--- src/rtl/oric_tape_tx.sv ---
`timescale 1ns/1ps
`default_nettype none
// ============================================================================
//  Module      : oric_tape_tx
//  Description : Oric cassette fast-format transmitter. Serialises one byte per
//                frame (start '0', 8 data bits LSB first, odd-style parity,
//                STOP_BITS '1' cells) into the K7_TAPEIN waveform, paced by
//                the 1 MHz CPU enable and gated by the motor relay line.
//  Revision    : 1.0 - initial release
// ============================================================================
module oric_tape_tx #(
    parameter int HALF      = 208,
    parameter int STOP_BITS = 4
) (
    input  logic        CLK_IN,
    input  logic        RESET,
    input  logic        ena_1mhz,
    input  logic        motor,
    input  logic [7:0]  din,
    input  logic        din_valid,
    output logic        din_ready,
    output logic        tape_out,
    output logic        busy,
    output logic [15:0] bytes_sent
);

    // Cells per frame: start + 8 data + parity + stop cells.
    localparam int c_NCELLS = 10 + STOP_BITS;
    localparam int c_CNT_W  = $clog2(2 * HALF + 1);
    localparam int c_IDX_W  = $clog2(c_NCELLS);

    localparam logic [c_CNT_W-1:0] c_HALF = c_CNT_W'(HALF);
    localparam logic [c_CNT_W-1:0] c_FULL = c_CNT_W'(2 * HALF);
    localparam logic [c_CNT_W-1:0] c_ONE  = c_CNT_W'(1);
    localparam logic [c_IDX_W-1:0] c_LAST = c_IDX_W'(c_NCELLS - 1);
    localparam logic [c_IDX_W-1:0] c_IONE = c_IDX_W'(1);

    typedef enum logic [1:0] {
        ST_IDLE = 2'd0,
        ST_HIGH = 2'd1,
        ST_LOW  = 2'd2
    } state_t;

    state_t               r_state, w_state_nxt;
    logic [c_CNT_W-1:0]   r_cnt,   w_cnt_nxt;
    logic [c_IDX_W-1:0]   r_idx,   w_idx_nxt;
    logic [c_NCELLS-1:0]  r_frame, w_frame_nxt;
    logic                 r_tape,  w_tape_nxt;
    logic [15:0]          r_bytes, w_bytes_nxt;

    logic                 w_accept;
    logic                 w_tick;
    logic [c_CNT_W-1:0]   w_cnt_inc;
    logic [c_CNT_W-1:0]   w_low_len;

    // Ready only when idle with the tape running; held low while in reset.
    assign din_ready  = (r_state == ST_IDLE) & motor & ~RESET;
    assign busy       = (r_state != ST_IDLE);
    assign tape_out   = r_tape;
    assign bytes_sent = r_bytes;

    assign w_accept  = din_valid & din_ready;
    // A stopped motor freezes all waveform timing.
    assign w_tick    = ena_1mhz & motor;
    assign w_cnt_inc = r_cnt + c_ONE;
    // Bit 0 of the frame register is always the cell being sent.
    assign w_low_len = r_frame[0] ? c_HALF : c_FULL;

    // State and datapath registers.
    always_ff @(posedge CLK_IN or posedge RESET) begin
        if (RESET) begin
            r_state <= ST_IDLE;
            r_cnt   <= '0;
            r_idx   <= '0;
            r_frame <= '0;
            r_tape  <= 1'b0;
            r_bytes <= '0;
        end else begin
            r_state <= w_state_nxt;
            r_cnt   <= w_cnt_nxt;
            r_idx   <= w_idx_nxt;
            r_frame <= w_frame_nxt;
            r_tape  <= w_tape_nxt;
            r_bytes <= w_bytes_nxt;
        end
    end

    // Next-state logic: high half-cell, then low for one or two half-cells.
    always_comb begin
        w_state_nxt = r_state;
        w_cnt_nxt   = r_cnt;
        w_idx_nxt   = r_idx;
        w_frame_nxt = r_frame;
        w_tape_nxt  = r_tape;
        w_bytes_nxt = r_bytes;

        case (r_state)
            ST_IDLE: begin
                if (w_accept) begin
                    // Whole frame preloaded: stops, parity, data, start.
                    w_frame_nxt = {{STOP_BITS{1'b1}}, ~(^din), din, 1'b0};
                    w_state_nxt = ST_HIGH;
                    w_tape_nxt  = 1'b1;
                    w_cnt_nxt   = '0;
                    w_idx_nxt   = '0;
                end
            end

            ST_HIGH: begin
                if (w_tick) begin
                    if (w_cnt_inc == c_HALF) begin
                        w_state_nxt = ST_LOW;
                        w_tape_nxt  = 1'b0;
                        w_cnt_nxt   = '0;
                    end else begin
                        w_cnt_nxt = w_cnt_inc;
                    end
                end
            end

            ST_LOW: begin
                if (w_tick) begin
                    if (w_cnt_inc == w_low_len) begin
                        w_cnt_nxt = '0;
                        if (r_idx == c_LAST) begin
                            w_state_nxt = ST_IDLE;
                            w_tape_nxt  = 1'b0;
                            w_idx_nxt   = '0;
                            w_bytes_nxt = r_bytes + 16'd1;
                        end else begin
                            w_state_nxt = ST_HIGH;
                            w_tape_nxt  = 1'b1;
                            w_idx_nxt   = r_idx + c_IONE;
                            w_frame_nxt = {1'b1, r_frame[c_NCELLS-1:1]};
                        end
                    end else begin
                        w_cnt_nxt = w_cnt_inc;
                    end
                end
            end

            default: begin
                w_state_nxt = ST_IDLE;
                w_tape_nxt  = 1'b0;
            end
        endcase
    end

endmodule
`default_nettype wire

--- config.mk ---
export PLATFORM = sky130hd
export DESIGN_NAME = oric_tape_tx
export DESIGN_NICKNAME = d
export VERILOG_FILES = /design/src/rtl/oric_tape_tx.sv
export SDC_FILE = /design/constraint.sdc
export NUM_CORES = 1
export LEC_CHECK = 0
export CORE_ASPECT_RATIO = 1.5
export CORE_UTILIZATION = 35
export CTS_CLUSTER_DIAMETER = 200
export CTS_CLUSTER_SIZE = 8
export DETAILED_ROUTE_END_ITERATION = 10
export DONT_BUFFER_PORTS = 1
export SYNTH_ARGS = -nofsm -noshare
export SYNTH_HDL_FRONTEND = slang
export SYNTH_SLANG_ARGS = --single-unit
--- constraint.sdc ---
create_clock -name CLK_IN -period 4.25 [get_ports CLK_IN]
set_clock_uncertainty 0.05 [all_clocks]
set_input_delay 1.0625 -clock CLK_IN [delete_from_list [all_inputs] [get_ports CLK_IN]]
set_output_delay 1.0625 -clock CLK_IN [all_outputs]
set_load 0.05 [all_outputs]
## Yosys cells after proc, flatten, opt, wreduce, memory -nomap -nowiden

Cells that the tools add are included.

| cells by class | value |
|---|---|
| muxes and demuxes | 31 |
| bitwise logic cells | 6 |
| add/subtract/negate cells | 3 |
| equality and inequality tests | 11 |
| reductions and logical operators | 10 |

Operators with widths:

| operator | count |
|---|---|
| $mux W14 | 4 |
| $mux W9 | 6 |
| $pmux W14 S2 | 1 |
| $pmux W9 S3 | 1 |
| $add A16 B1 Y16 const B | 1 |
| $mux W4 | 4 |
| $ne A2 B2 Y1 const B | 6 |
| $reduce_and A4 Y1 | 3 |
| $mux W2 | 5 |
| $reduce_and A5 Y1 | 2 |
| $add A9 B1 Y9 const B | 1 |
| $eq A9 B8 Y1 const B | 1 |
| $eq A9 B9 Y1 | 1 |
| $pmux W4 S2 | 1 |
| $reduce_xor A8 Y1 | 1 |
| $mux W1 | 7 |
| $pmux W2 S3 | 1 |
| $add A4 B1 Y4 const B | 1 |
| $and A1 B1 Y1 | 4 |
| $eq A4 B4 Y1 const B | 1 |
| $reduce_bool A2 Y1 | 2 |
| $pmux W1 S3 | 1 |
| $reduce_bool A3 Y1 | 1 |
| $eq A2 B1 Y1 const B | 1 |
| other kinds (3) | 4 |

| word-level totals | value |
|---|---|
| register bits | 46 |
| logic and storage cells | 67 |
| input port bits | 13 |
| output and inout bits | 19 |

## Logic depth before layout (Yosys ltp)

Gate-level depths: netlist (run 1).

| depth | value |
|---|---|
| depth after elaboration | 6 |
| mapped depth | 10 |
| gate-level depth less buffers | 8 |

## Worst setup path before layout (run 1)

Ideal clock, no wire load.

| timing path | value |
|---|---|
| path type | input -> output |
| start | input port RESET |
| end | output port din_ready |
| buffers on the path | 0 |
| data arrival time | 2.649 ns |
| slack | 0.488 ns |
| stages | 2 |
| data required time | 3.138 ns |
| cells stage by stage | inv_1 -> and3_1 |

| between the ends | value |
|---|---|
| cells in the longest elaborated chain, start to end | 2 |

RTL lines:

| what | line | RTL |
|---|---|---|
| start: declaration | 16 | `input logic RESET,` |
| $not A1 Y1 | 57 | `assign din_ready = (r_state == ST_IDLE) & motor & ~RESET;` |
| $and A1 B1 Y1 | 57 |  |
| end: declaration | 21 | `output logic din_ready,` |

Every way passes these cells.

## Worst setup path in the final report (run 1)

| timing path | value |
|---|---|
| start | register r_cnt[0] |
| end | register r_cnt[5] |

| between the ends | value |
|---|---|
| cells in the longest elaborated chain, start to end | 5 |
| elaborated cells on any way between the ends | 8 |
| classes of those cells | 1 x add/sub; 2 x eq/ne; 5 x mux |

RTL lines:

| what | line | RTL |
|---|---|---|
| start: declaration | 45 | `logic [c_CNT_W-1:0] r_cnt, w_cnt_nxt;` |
| start signal: assignment | 80 | `r_cnt <= w_cnt_nxt;` |
| $add A9 B1 Y9 (*) | 65 | `assign w_cnt_inc = r_cnt + c_ONE;` |
| $eq A9 B9 Y1 / $eq A9 B8 Y1 (equally long branches) | 123, 111 |  |
| $mux W9 (on tied branches) | 123, 111 |  |
| $mux W9 (on tied branches) | 122, 110 |  |
| $pmux W9 S3 (*) | 97 | `case (r_state)` |

Mark *: on every way between the ends. The rest lies on a longest branch, timed or not. The select of a mux whose other input is x is not followed.
A chain may end at the register's enable or synchronous reset.

==> flow_summary.yaml, run 1 <==
status:
  status: "complete, no violations"
run:
  maxCapViolCount: 0
placed_design:
  portBuffers: 0
  place_inst: 356
  hpwl_mm: 4.00
  preCtsSetupSlack_ns: 1.09
  dpl_cell_area_um2: 2840
  gp_congestion: 0.790
sta:
  whs_ns: 0.422
  finalSetupViolCount: 0
  drv_slew: 0
  hold_violations: 0
  rsz0062_at_grt: "false"
  period_minus_slack_ns: 3.16
  layout_setup_ws_ns: 1.09
  worst_pin_slew_ns: 0.903
  setup_tns_ns: 0
  fin_crit_sh_pct: 74.4
  max_freq_ghz: 0.316
  relSlewSlack_pct: 39.7
cts:
  cts_inserted_buffers: 5
  h-tree-depth: 2
  clock-sinks: 46
  ctsHoldBuffers: 0
  clk_path_buf_depth: 2
  clkTransAtPathRegs_ns: 0.06
  root_buffer: "clkbuf_16"
  cts_tree: "yes"
  cts_resized: 0
  post_cts_buffers: 0
  clk_latency_ns: 0.28
synthesis:
  synth.most_common_cell: "dfrtp_1"
  synth_flop_cell: "dfrtp_1"
  yosysTopAreaCell: "dfrtp_1"
  synth_cells: 268
  synth_top_area_share_pct: 41.1
  async_reset_ff_share_pct: 100
  synth.yosys.seq_area_share_pct: 41.1
  synth_warnings: 0
  synth_edf_count: 0
  synth_common_cells: "46 x dfrtp_1, 25 x nand2_1, 16 x nor2_1"
  postSynthNetCount: 290
  synth_cell_types: 55
  yosys-top-cells-area: "dfrtp_1 41%, mux2_2 5.6%, mux2_4 4.8%, xnor2_1 4.4%, ha_1 4.0%"
  avgSynthCellArea_um2: 10.4
  synthesis.area_um2: 2800
  synth-seq-cells: 46
layout:
  n_antenna_cell: 0
  n_fill_cell: 751
  utilization_pct: 39.2
  postLayoutCellArea_um2: 3010
  fin_cells: 363
  area_growth_pct: 7.47
  drive_above_1_share_pct: 17.2
  finalNetCount: 283
setup_path:
  crit_start: "r_cnt[0]"
  crit_path_top_delay_cell: "a21boi_1"
  worstPathCellList: "ha_1, nand3_1, o21a_1, nor2_1, o32ai_4, a21boi_1, o211ai_2, o311ai_0"
  cp.arrival_ns: 3.28
  crit_fanout: 11
  start_kind: "flip-flop"
  crit_family: "compound AO/OA/AOI/OAI gates"
  crit_type: "flip-flop to flip-flop"
  required_ns: 4.37
  end_kind: "flip-flop"
  r2r-start: "r_cnt[0]"
  crit_buf_inv: 0
  critPathMaxStageDelay_ns: 0.76
die:
  initial_utilization_pct: 36.5
  die_x_um: 75
  design.core.area_um2: 7660
  rows: 39
  die_h_um: 112
  ios: 32
  dieArea_um2: 8360
global_route:
  grt_usage_pct: 14.3
  grt_max_degree: 47
  grt_first_pass_wirelength_mm: 9.14
  grt_remaining_overflow: 0
  grt_pass1_vias: 1954
  antenna_found_initial: 0
power_and_ir_drop:
  design_power_total_mw: 1.73
  power.density_nw_per_um2: 575
  clkPwrFrac_pct: 26.3
  internal_power_mw: 1.10
  p_comb_share_pct: 37.0
  switchingPower_mw: 0.633
  p_leak_nw: 1.29
  ir_drop_mv: 0.335
  switching_share_pct: 36.6
  p_seq_share_pct: 36.8
route:
  ant_nets: 0
  drc: 0
  vias: 1938
  wl_mm: 5.46
  via_per_inst: 5.34
  drtIter0Drc: 73
  first_pass_iters: 4
  wl_per_cell_um: 15.1
min_path:
  hold_class: "flip-flop to flip-flop"
  min_from: "r_frame[13]"
-- per-layer routing --
metal  up-vias  part of all wire (%)  track usage, %
li1        926                     -               -
met1       957                    40            15.3
met2        43                    54            25.8
met3        12                   3.8            3.35
met4         0                   2.4            6.04
met5         -                     0               0
-- power by group through the flow --
| stage | Clock [mW] | Combinational (mW) | Sequential, mW |
|---|---|---|---|
| 2_1_floorplan | 0 | 0.594 | 0.604 |
| 6_report | 0.454 | 0.639 | 0.635 |
| 3_3_place_gp | 0 | 0.637 | 0.642 |
| 3_5_place_dp | 0 | 0.652 | 0.642 |
| 5_1_grt | 0.482 | 0.705 | 0.649 |
| 4_1_cts | 0.466 | 0.653 | 0.635 |
-- area by class of cell --
cell class | instances | area, um^2 | area share (%)
clock buffer | 6 | 139 | 4.62
clock inverter | 1 | 30.0 | 0.999
inverter | 12 | 45.0 | 1.50
multi-input combinational | 195 | 1510 | 50.1
sequential | 46 | 1150 | 38.3
tap | 102 | 128 | 4.24
timing repair buffer | 1 | 7.51 | 0.250
-- placed cells by master, fill, tap and decap left out, drive strengths merged, types with 6 or more instances in the layout --
master and n:
and2 6, clkbuf 6, dfrtp 46, ha 9, inv 12, mux2 23
nand2 25, nand3 15, nand4 8, nor2 16, nor3 7, xnor2 14
xor2 10
-- logic make-up after synthesis --
kind of cell             share of synthesized area [%]
multiplexers                                      11.2
buffers and inverters                             5.01
flip-flops                                        41.1
AO/OA/AOI/OAI                                     10.8
XOR/XNOR                                          7.51
AND/OR/NAND/NOR                                   20.3
adder cells (fa/ha/maj)                           4.03
-- worst paths after layout --
path | to | slack [ns] | cells after the start
max reg2reg | r_cnt[5] | 1.09 | 8
max | r_cnt[5] | 1.09 | 8
max in group asynchronous | r_idx[2] | 2.89 | 2
min | r_frame[13] | 0.42 | 1
min reg2reg | r_frame[13] | 0.42 | 1
min in group asynchronous | r_frame[9] | 0.85 | 2
-- worst register-to-register path, delay by kind of cell, from the launching register on --
kind                     cells  cell delay (ns)
AO/OA/AOI/OAI                5             1.78
adder cells (fa/ha/maj)      1             0.35
flip-flops                   1             0.46
AND/OR/NAND/NOR              2             0.40
-- state kept, by name, summed over array words and instances, names as in the netlist --
| register | cells |
|---|---|
| bytes_sent | 16 |
| r_cnt | 9 |
| r_frame | 14 |
| r_idx | 4 |
| r_state | 2 |
| tape_out | 1 |
Note: power is estimated with default switching activity, not from simulation.
==> run 2: changes to the inputs <==
ABC_AREA = 1   (was unset)
clock period = 2.6 ns   (was 4.25 ns; I/O delays follow)
==> run 2 against run 1 <==
- non-clock buffer count up 18
- largest cell class unchanged
- register-to-register slack got worse by 0.77 ns
- setup slack worse by 0.77 ns
- largest power group unchanged
- critical path type unchanged
- via count grew 34%
- hold slack got worse by 0.071 ns
- final cell count increased by 45%
- global-route usage increased by 1.5 points
- core utilization rose by 1.5 points
- clock power grew 40%
- sequential share of layout area fell by 3.3 points
- design area rose by 9.3%
==> flow_summary.yaml, run 2 <==
synthesis:
  synth_warnings: 0
  synth_cell_types: 29
  async_reset_ff_share_pct: 100
  yosysTopAreaCell: "dfrtp_1"
  avgSynthCellArea_um2: 7.20
  yosys-top-cells-area: "dfrtp_1 39%, nand2_1 22%, nand3_1 5.8%, nand4_1 5.1%, inv_1 4.0%"
  synth.yosys.seq_area_share_pct: 39.1
  synth_top_area_share_pct: 39.1
  synth.most_common_cell: "nand2_1"
  synth_edf_count: 0
  postSynthNetCount: 431
  synthesis.area_um2: 2940
  synth_common_cells: "169 x nand2_1, 46 x dfrtp_1, 34 x nand3_1"
  synth_flop_cell: "dfrtp_1"
  synth_cells: 409
  synth-seq-cells: 46
layout:
  n_antenna_cell: 0
  largest_register_ffs: 16
  drive_above_1_share_pct: 9.69
  area_growth_pct: 11.6
  final_common_cell: "nand2_1"
  final_cell_mix: "169 x nand2_1, 46 x dfrtp_1, 34 x nand3_1, 30 x inv_1, 27 x nor2_1"
  finalNetCount: 444
setup_path:
  cp.arrival_ns: 2.40
  start_kind: "flip-flop"
  end_kind: "flip-flop"
  crit_start: "r_cnt[0]"
  r2r-start: "r_cnt[0]"
  crit_fanout: 15
  required_ns: 2.72
  crit_type: "flip-flop to flip-flop"
die:
  ios: 32
  die_h_um: 114
  design.core.area_um2: 8060
  rows: 40
  die_x_um: 76.9
  dieArea_um2: 8790
  initial_utilization_pct: 36.5
placed_design:
  portBuffers: 0
  hpwl_mm: 4.75
  gp_congestion: 0.863
cts:
  root_buffer: "clkbuf_16"
  clk_path_buf_depth: 2
  post_cts_buffers: 0
  ctsHoldBuffers: 0
  clk_latency_ns: 0.29
  clock-sinks: 46
  cts_resized: 0
  clkTransAtPathRegs_ns: 0.07
  cts_inserted_buffers: 5
  h-tree-depth: 2
  cts_tree: "yes"
global_route:
  grt_remaining_overflow: 0
  antenna_found_initial: 0
  grt_pass1_vias: 2388
  grt_usage_pct: 15.8
  grt_first_pass_wirelength_mm: 11.0
  grt_max_degree: 47
route:
  ant_nets: 0
  first_pass_iters: 4
  drtIter0Drc: 133
  vias: 2599
  via_per_inst: 4.92
  drc: 0
  wl_per_cell_um: 12.3
  wl_mm: 6.48
min_path:
  hold_class: "primary input to asynchronous set/reset pin"
power_and_ir_drop:
  power.density_nw_per_um2: 822
  ir_drop_mv: 0.562
  p_leak_nw: 1.64
  design_power_total_mw: 2.70
sta:
  max_freq_ghz: 0.439
  relSlewSlack_pct: 60.8
  period_minus_slack_ns: 2.28
  setup_tns_ns: 0
  drv_slew: 0
  hold_violations: 0
  rsz0062_at_grt: "false"
  finalSetupViolCount: 0
  fin_crit_sh_pct: 87.6
  worst_pin_slew_ns: 0.589
status:
  status: "complete, no violations"
run:
  maxCapViolCount: 0
## run 2: power by group
| part | switching, mW | internal, mW |
|---|---|---|
| registers | 0.131 | 0.860 |
| clock network | 0.279 | 0.356 |
| logic | 0.736 | 0.340 |
| total | 1.15 | 1.56 |
## run 2: worst max-delay path: stages, from the launching register on
cell and delay (ns):
dfrtp_1 0.44, ha_1 0.28, nand2_1 0.14, nor2_1 0.14, nand2_1 0.07, nand2_1 0.07
nand2_1 0.08, nand2_1 0.07, nand2_1 0.04, inv_1 0.08, nand3_4 0.12, nand2_4 0.18
nand2_1 0.21, nand3_1 0.12, nand2_1 0.06
## run 2: stage by stage
stage | hold WS (ns) | cells | worst slack [ns] | instance area (um^2) | util [%]
final | 0.352 | 528 | 0.322 | 3290 | 40.8
after global routing | 0.413 | 528 | 0.0138 | 3290 | 40.8
after CTS | 0.377 | 528 | 0.296 | 3290 | 40.8
after detailed placement | 0.400 | 520 | 0.309 | 3140 | 39.0
after global placement | 0.391 | 520 | 0.365 | 3140 | 39.0
after floorplan | 0.372 | 409 | 0.0260 | 2940 | -
## run 2: area by class of cell
cell class	instances	area [um^2]
Clock inverter	3	21.3
Timing Repair Buffer	19	143
Sequential cell	46	1150
Multi-Input combinational cell	319	1600
Tap cell	105	131
Inverter	31	116
Fill cell	813	4770
Clock buffer	5	125
## run 2: per-layer routing
metal / wire (um) / track usage, % / vias to the layer above
met5: 0 / 0 / -
met3: 200 / 2.71 / 8
li1: - / - / 1336
met4: 95 / 6.92 / 0
met2: 3380 / 28.3 / 46
met1: 2800 / 18.3 / 1209
## run 2: worst paths after layout
| kind | endpoint | cells after the start | slack (ns) |
|---|---|---|---|
| max | r_cnt[1] | 14 | 0.32 |
| min | r_cnt[2] | 2 | 0.35 |
| max reg2reg | r_cnt[1] | 14 | 0.32 |
| min reg2reg | r_frame[13] | 2 | 0.41 |
| max in group asynchronous | r_idx[1] | 2 | 1.76 |
| min in group CLK_IN | r_frame[13] | 2 | 0.41 |
## run 2: cells by family after synthesis
kind of cell	after synthesis	share of synthesized area, %
xor gates and xnor gates	20	5.95
DFF	46	39.1
and+or+nand+nor	284	43.3
AOI/OAI and AO/OA	6	1.19
adders and majority gates	9	3.82
buffers and inverters	44	6.59
==> run 3: changes to the inputs <==
CELL_PAD_IN_SITES_DETAIL_PLACEMENT = 1   (was unset)
CELL_PAD_IN_SITES_GLOBAL_PLACEMENT = 1   (was unset)
CORE_UTILIZATION = 30   (was 35)
PLACE_DENSITY_LB_ADDON = 0.1   (was unset)
==> run 3 against run 2 <==
- setup slack gained 0.032 ns
- design area up 1.4%
- clock-buffer cell count up 1
- via count grew 2.8%
- wire length increased by 23%
- first-iteration DRC count shrank 26%
- global-route usage rose by 1.0 points
- critical path type unchanged
- critical endpoint is now r_frame[4]
- largest power group unchanged
- highest routed layer unchanged
==> flow_summary.yaml, run 3 (synthesis results as in run 2) <==
layout:
  final_common_cell: "nand2_1"
  final_cell_mix: "168 x nand2_1, 46 x dfrtp_1, 34 x nand3_1, 30 x inv_1, 27 x nor2_1"
  finalNetCount: 449
  area_growth_pct: 13.2
  postLayoutCellArea_um2: 3330
  largest_register_ffs: 16
  fin_cells: 540
  n_antenna_cell: 0
  drive_above_1_share_pct: 10.7
power_and_ir_drop:
  power.density_nw_per_um2: 834
  ir_drop_mv: 0.523
  p_leak_nw: 1.66
die:
  die_x_um: 82.9
  rows: 43
  initial_utilization_pct: 31.3
  design.core.area_um2: 9420
  dieArea_um2: 10200
  ios: 32
  die_h_um: 123
route:
  drtIter0Drc: 99
  vias: 2671
  wl_per_cell_um: 14.7
  wl_mm: 7.94
  ant_nets: 0
  first_pass_iters: 4
  via_per_inst: 4.95
  drc: 0
global_route:
  grt_max_degree: 21
  grt_usage_pct: 16.8
  antenna_found_initial: 0
  grt_first_pass_wirelength_mm: 13.6
  grt_pass1_vias: 2850
  grt_remaining_overflow: 0
sta:
  drv_slew: 0
  worst_pin_slew_ns: 0.592
  period_minus_slack_ns: 2.25
  rsz0062_at_grt: "false"
  layout_setup_ws_ns: 0.353
  fin_crit_sh_pct: 86.4
  finalSetupViolCount: 0
  hold_violations: 0
  relSlewSlack_pct: 60.5
  max_freq_ghz: 0.445
  setup_tns_ns: 0
status:
  status: "complete, no violations"
run:
  maxCapViolCount: 0
setup_path:
  crit_path_top_delay_cell: "dfrtp_1"
  crit_type: "flip-flop to flip-flop"
  crit_fanout: 13
  required_ns: 2.79
  worstPathCellList: "ha_1, nand2_1, nor2_1, nand2_1, nand2_1, nand2_1, nand2_1, nand2_1, inv_1, nand3_4, nand2_4, buf_4, nand4_1, nand2_1"
  end_kind: "flip-flop"
  crit_top_cell: "nand2_1"
  critPathMaxStageDelay_ns: 0.44
  cp.arrival_ns: 2.43
  start_kind: "flip-flop"
cts:
  cts_tree: "yes"
  clock-sinks: 46
  root_buffer: "clkbuf_16"
  clk_latency_ns: 0.29
  h-tree-depth: 2
  clkTransAtPathRegs_ns: 0.07
  ctsHoldBuffers: 0
  clk_path_buf_depth: 2
  cts_inserted_buffers: 5
placed_design:
  gp_congestion: 0.749
  dpl_cell_area_um2: 3180
  place_inst: 531
  preCtsSetupSlack_ns: 0.274
  hpwl_mm: 6.06
  portBuffers: 0
min_path:
  hold_class: "primary input to asynchronous set/reset pin"
run 3: final timing paths:
kind / cells after the start / slack, ns / start / endpoint
hold / removal: 1 / 0.20 / RESET / r_frame[3]
hold reg to reg: 2 / 0.41 / r_frame[13] / r_frame[13]
min in group CLK_IN: 2 / 0.41 / r_frame[13] / r_frame[13]
setup / recovery: 14 / 0.35 / r_cnt[0] / r_frame[4]
setup reg to reg: 14 / 0.35 / r_cnt[0] / r_frame[4]
max in group asynchronous: 2 / 1.71 / RESET / bytes_sent[15]
run 3: through the flow:
stage | power (mW) | hold slack, ns | utilization [%]
finish | 2.78 | 0.203 | 35.4
CTS | 2.84 | 0.210 | 35.3
global placement | 2.15 | 0.395 | 33.8
global route | 3.01 | 0.244 | 35.4
floorplan | 1.83 | 0.372 | -
detailed placement | 2.17 | 0.401 | 33.8
run 3: where the power goes:
part | total (mW) | switching, mW | internal [mW] | leakage (nW)
logic | 1.14 | 0.782 | 0.357 | 0.980
clock network | 0.646 | 0.288 | 0.357 | 0.0708
registers | 0.993 | 0.134 | 0.860 | 0.611
run 3: layer usage:
metal  vias up  track usage (%)  wire length, um
li1       1341                -                -
met1      1286             19.3             3450
met2        35             31.7             4190
met3         9             2.14              176
met4         0             6.03              133
met5         -                0                0
run 3: critical path, delay by kind of cell, from the launching register on:
| kind | cells | cell delay, ns |
|---|---|---|
| DFF | 1 | 0.44 |
| and+or+nand+nor | 11 | 1.11 |
| adders and majority gates | 1 | 0.28 |
| buffers and inverters | 2 | 0.30 |
run 3: cell type report:
type	count	area, um^2
clock buffer	6	129
clock inverter	2	13.8
fill	1181	6080
inverter	31	116
multi-input combinational	319	1600
sequential	46	1150
tap	112	140
timing repair buffer	24	180
run 3: what timing repair did:
item,in CTS,in global routing
gates resized for setup,0,1
endpoints found under the setup margin,0,13
setup buffers,0,1
